[src/rtl/flopoco_fp_pkg.sv]
// Shared constants and word layout for the FloPoCo (wE=4, wF=4) float format.
package flopoco_fp_pkg;
  localparam int WE   = 4;
  localparam int WF   = 4;
  localparam int BIAS = 7;

  localparam logic [1:0] EXN_ZERO = 2'b00;
  localparam logic [1:0] EXN_NORM = 2'b01;
  localparam logic [1:0] EXN_INF  = 2'b10;
  localparam logic [1:0] EXN_NAN  = 2'b11;

  typedef struct packed {
    logic [1:0]    exn;
    logic          sign;
    logic [WE-1:0] exp;
    logic [WF-1:0] frac;
  } fp_word_t;
endpackage

[src/rtl/fp_round_norm.sv]
// Normalizes the 5x5 significand product, rounds to nearest-even and range-checks
// the exponent, yielding the exn/exp/frac of a normal-path result.
module fp_round_norm
  import flopoco_fp_pkg::*;
(
  input  logic [2*WF+1:0]  p,
  input  logic signed [6:0] esum,
  output logic [1:0]       exn,
  output logic [WE-1:0]    exp,
  output logic [WF-1:0]    frac
);
  logic          norm, guard, sticky, up, carry;
  logic [WF-1:0] fr, fr_r;
  logic signed [6:0] e;

  always_comb begin
    norm   = p[9];
    fr     = norm ? p[8:5] : p[7:4];
    guard  = norm ? p[4] : p[3];
    sticky = norm ? |p[3:0] : |p[2:0];
    up     = guard & (sticky | fr[0]);
    // A carry out of the fraction wraps it to 0000, which is exactly 1.0 x 2.
    {carry, fr_r} = {1'b0, fr} + {4'b0, up};
    e = esum + 7'(norm) + 7'(carry);
    exn  = EXN_NORM;
    exp  = e[WE-1:0];
    frac = fr_r;
    if (e > 7'sd15) begin
      exn  = EXN_INF;
      exp  = '0;
      frac = '0;
    end else if (e < 7'sd0) begin
      exn  = EXN_ZERO;
      exp  = '0;
      frac = '0;
    end
  end
endmodule

[src/rtl/flopoco_fmul.sv]
// FloPoCo (wE=4, wF=4) multiplier, RNE, one registered output stage.
// Optional FMUL_CE_EN adds a clock-enable port ce on the output register.
module flopoco_fmul
  import flopoco_fp_pkg::*;
(
  input  logic        clk,
  input  logic        reset,
`ifdef FMUL_CE_EN
  input  logic        ce,
`endif
  input  logic [10:0] X,
  input  logic [10:0] Y,
  output logic [10:0] R
);
  fp_word_t x, y, r_d;
  logic [9:0] p;
  logic signed [6:0] esum;
  logic [1:0] n_exn;
  logic [WE-1:0] n_exp;
  logic [WF-1:0] n_frac;
  logic xz, yz, xi, yi, xn, yn, is_nan, is_inf, is_zero;

  assign x = X;
  assign y = Y;

  assign xz = (x.exn == EXN_ZERO);
  assign yz = (y.exn == EXN_ZERO);
  assign xi = (x.exn == EXN_INF);
  assign yi = (y.exn == EXN_INF);
  assign xn = (x.exn == EXN_NAN);
  assign yn = (y.exn == EXN_NAN);

  assign is_nan  = xn | yn | (xz & yi) | (xi & yz);
  assign is_inf  = xi | yi;
  assign is_zero = xz | yz;

  assign p    = {1'b1, x.frac} * {1'b1, y.frac};
  assign esum = $signed({3'b0, x.exp}) + $signed({3'b0, y.exp}) - 7'(BIAS);

  fp_round_norm u_rn (
    .p    (p),
    .esum (esum),
    .exn  (n_exn),
    .exp  (n_exp),
    .frac (n_frac)
  );

  always_comb begin
    r_d.sign = x.sign ^ y.sign;
    r_d.exn  = n_exn;
    r_d.exp  = n_exp;
    r_d.frac = n_frac;
    if (is_nan || is_inf || is_zero) begin
      r_d.exn  = is_nan ? EXN_NAN : (is_inf ? EXN_INF : EXN_ZERO);
      r_d.exp  = '0;
      r_d.frac = '0;
    end
  end

  always_ff @(posedge clk) begin
    if (!reset)
      R <= '0;
`ifdef FMUL_CE_EN
    else if (ce)
      R <= r_d;
`else
    else
      R <= r_d;
`endif
  end
endmodule

[config.mk]
export PLATFORM = sky130hd
export DESIGN_NAME = flopoco_fmul
export DESIGN_NICKNAME = d
export VERILOG_FILES = /design/src/rtl/flopoco_fp_pkg.sv /design/src/rtl/fp_round_norm.sv /design/src/rtl/flopoco_fmul.sv
export SDC_FILE = /design/constraint.sdc
export NUM_CORES = 1
export LEC_CHECK = 0
export BUFFER_PORTS_ARGS = -buffer_cell sky130_fd_sc_hd__buf_2
export CAP_MARGIN = 30
export CORE_UTILIZATION = 50
export DETAILED_ROUTE_END_ITERATION = 8
export PLACE_DENSITY_LB_ADDON = 0.08
export SYNTH_ARGS = -nofsm -noshare
export SYNTH_HDL_FRONTEND = slang
export SYNTH_SLANG_ARGS = --single-unit
[constraint.sdc]
create_clock -name clk -period 5.4 [get_ports clk]
set_input_delay 0.54 -clock clk [delete_from_list [all_inputs] [get_ports clk]]
set_output_delay 0.54 -clock clk [all_outputs]
set_load 0.05 [all_outputs]
==> flow_metrics.env <==
export IMPL_grt_pass1_vias=1618
export IMPL_rsz0062_at_grt="yes"
export IMPL_die_area_um2=3630
export IMPL_p_per_area_nw_per_um2=252
export IMPL_yosys_area_share_adder=0.322
export IMPL_cpPeakStageDelay_ns=0.51
export IMPL_clk_pin_slew_ns=0.07
export IMPL_synthXorXnorAreaFrac=0.0671
export IMPL_clockBufferDepth=2
export IMPL_yosysWarnings=0
export IMPL_worst_slack_ns=0.0435
export IMPL_p_clk_frac=0.093
export IMPL_netlist_area_leader_share=0.192
export IMPL_post_drt_wl_per_cell_um=11.5
export IMPL_synthDistinctLibCells=49
export IMPL_die_h_um=60.3
export IMPL_p_switching_mw=0.253
export IMPL_grt_max_degree=9
export IMPL_synth_nets=262
export IMPL_crit_chain="buf_8, and2_4, fa_1, inv_2, fa_1, fa_1, inv_2, ha_4, and4_4, or4_4, nand3_4, nand2_2, a21oi_2, ha_2, o211ai_1, fa_2, inv_2, ha_4, nand2b_4, nor4_4, nand3_2, mux2i_4, nand2_1, o22ai_2"
export IMPL_largest_reg_flops=11
export IMPL_setup_viol=0
export IMPL_clkSinkCount=11
export IMPL_dpl_cell_area_um2=2160
export IMPL_synth_edf_count=0
export IMPL_start_kind="primary input"
export IMPL_initial_core_util=0.542
export IMPL_regMostFlops="R"
export IMPL_ys_seq_elements=11
export IMPL_multi_input_area_um2=1450
export IMPL_switching_share=0.440
export IMPL_core_um2=3130
export IMPL_p_int_mw=0.323
export IMPL_port_buffers=34
export IMPL_timing_slew_headroom=0.714
export IMPL_status="complete, no violations"
export IMPL_drc_errors=0
export IMPL_cts_made_buffers=3
export IMPL_hp_class="in -> reg"
export IMPL_layout_nets=331
export IMPL_ys_flop_type="dfxtp_1"
export IMPL_holdWs_ns=0.520
export IMPL_worstSetupEndpointType="flip-flop"
export IMPL_num_rows=20
export IMPL_first_pass_iters=6
export IMPL_viasPerCell=5.14
export IMPL_critical_path_buf_inv_count=4
export IMPL_grt_overflow=0
export IMPL_fmax_ghz=0.187
export IMPL_p_total_mw=0.576
export IMPL_wl_um=3590
export IMPL_n_antenna_cell=0
export IMPL_power_ir_vdd_worst_uv=161
export IMPL_post_route_min_period_ns=5.36
export IMPL_critPathSlowestCell="fa_1"
export IMPL_globalplace_congestion=0.771
export IMPL_worst_slew_pin_transition_ns=0.426
export IMPL_nFillCells=242
export IMPL_drive_above_1_share=0.368
export IMPL_syn_avg_cell_area_um2=8.44
export IMPL_drt_initial_drc_count=51
export IMPL_fin_util=0.730
export IMPL_final_seq_area_um2=220
export IMPL_worstPathMaxFanout=6
export IMPL_h_tree_depth=1
export IMPL_p_comb_frac=0.759
export IMPL_dp_slack_ns=-0.258
export IMPL_synth_top_family_by_area="adder cells"
export IMPL_synth_mux_area_frac=0.0192
export IMPL_maxCapViolCount=0
export IMPL_synth_simple_area_share=0.250
export IMPL_worstPathRequired_ns=5.59
export IMPL_async_flop_share=0
export IMPL_crit_arrival_ns=5.55
export IMPL_cts_tree="done"
export IMPL_die_width_um=60.3
export IMPL_worstSetupPathType="in -> reg"
export IMPL_yosysSeqAreaShare=0.130
export IMPL_design_area_um2=2280
export IMPL_ios=35
export IMPL_path_delay_family="adder cells"
export IMPL_grt_pass1_wl_um=6180
export IMPL_finalCritPeriodShare=0.992
export IMPL_dpl_hpwl_um=3090
export IMPL_clock_root_buffer="clkbuf_4"
export IMPL_grt_use_total=0.219
export IMPL_reg_top3="R: 11 flops"
export IMPL_syn_inst=201
export IMPL_ys_top_cells_by_area="ha_1, dfxtp_1, fa_1"
export IMPL_num_vias=1610
export IMPL_p_leak_nw=1.15
export IMPL_maxSlewViolCount=0
export IMPL_syn_area_um2=1700
export IMPL_area_growth_pct=34.7
export IMPL_antenna_found_initial=0
export IMPL_synth_compound_gate_area_share=0.142
export IMPL_hold_viol_final=0
export IMPL_power_frac_seq=0.147
export IMPL_yosysTopAreaCell="ha_1"
export IMPL_drtAntennaViolNets=0
export IMPL_cts_hold_buf=0
## cell families (layout without fill, tap and decap cells)
| family | count (synthesis) | count (layout) |
|---|---|---|
| AO/OA/AOI/OAI | 33 | 33 |
| XOR/XNOR | 10 | 10 |
| adder cells (fa/ha/maj) | 37 | 37 |
| buffers and inverters | 32 | 100 |
| flip-flops | 11 | 11 |
| multiplexers | 2 | 2 |
| AND/OR/NAND/NOR | 76 | 76 |
## cell usage in the layout (no fill, tap or decap), types with 2 or more instances in the layout
| master | synthesis | routed |
|---|---|---|
| and3_1 | 2 | 2 |
| nand2_1 | 14 | 13 |
| ha_4 | 0 | 2 |
| buf_4 | 0 | 30 |
| inv_1 | 31 | 28 |
| or4_4 | 2 | 2 |
| o21ai_0 | 4 | 3 |
| xnor2_1 | 4 | 4 |
| nor2_1 | 14 | 14 |
| a21oi_2 | 2 | 4 |
| inv_2 | 1 | 4 |
| nand3_1 | 3 | 2 |
| xor2_1 | 4 | 4 |
| a31oi_1 | 3 | 2 |
| a21o_1 | 2 | 2 |
| o21ai_1 | 2 | 3 |
| nor3b_1 | 2 | 2 |
| ha_1 | 26 | 23 |
| nor4_1 | 3 | 2 |
| or3_1 | 3 | 3 |
| a21oi_1 | 5 | 3 |
| and2_4 | 0 | 2 |
| dfxtp_1 | 11 | 11 |
| clkbuf_4 | 0 | 3 |
| and2_1 | 14 | 12 |
| buf_2 | 0 | 32 |
| nand2b_1 | 6 | 5 |
| nor3_1 | 3 | 3 |
| nor2b_1 | 2 | 2 |
| fa_1 | 11 | 10 |
| o211ai_1 | 2 | 2 |
## routing by layer
metal / track usage / routed length (um) / vias up
met4: 0.0465 / 0 / 0
met3: 0.0216 / 137 / 0
li1: - / - / 820
met5: 0 / 0 / -
met2: 0.462 / 2010 / 44
met1: 0.222 / 1440 / 746
## through the flow
stage	TNS, ns	instances
after detailed placement	-1.94	306
after CTS	0	310
after floorplan	0	201
after global routing	-0.416	313
after global placement	-0.752	306
final	0	313
## Yosys cell counts, types with 3 or more instances
| library cell | count |
|---|---|
| o21ai_0 | 4 |
| nor3_1 | 3 |
| or3_1 | 3 |
| nand3_1 | 3 |
| a31oi_1 | 3 |
| inv_1 | 31 |
| nand2_1 | 14 |
| xor2_1 | 4 |
| nor2_1 | 14 |
| and2_1 | 14 |
| dfxtp_1 | 11 |
| xnor2_1 | 4 |
| nor4_1 | 3 |
| nand2b_1 | 6 |
| a21oi_1 | 5 |
| ha_1 | 26 |
| fa_1 | 11 |
## worst paths after layout
kind	startpoint	end	slack [ns]	cells after the start
max	X[2]	R[3]	0.04	24
min	reset	R[10]	0.52	2
## power by group through the flow
stage | Clock (mW) | Sequential [mW] | Combinational (mW)
after floorplan | 0 | 0.0981 | 0.263
after CTS | 0.0560 | 0.0850 | 0.414
after global routing | 0.0610 | 0.0852 | 0.487
after global placement | 0 | 0.0867 | 0.401
after detailed placement | 0 | 0.0869 | 0.411
final | 0.0537 | 0.0849 | 0.438
## final cells by class
cell class / instances / area share
multi-input cells: 158 / 0.635
flip-flops and latches: 11 / 0.0964
well taps: 44 / 0.0241
inverters: 32 / 0.0526
repair buffers: 64 / 0.180
clock buffers: 4 / 0.0115
## repair_timing
action,4_1_cts,5_1_grt
endpoints found under the setup margin,0,10
gates resized for setup,0,20
buffers inserted,0,3
Power figures use the tool's default switching activity.
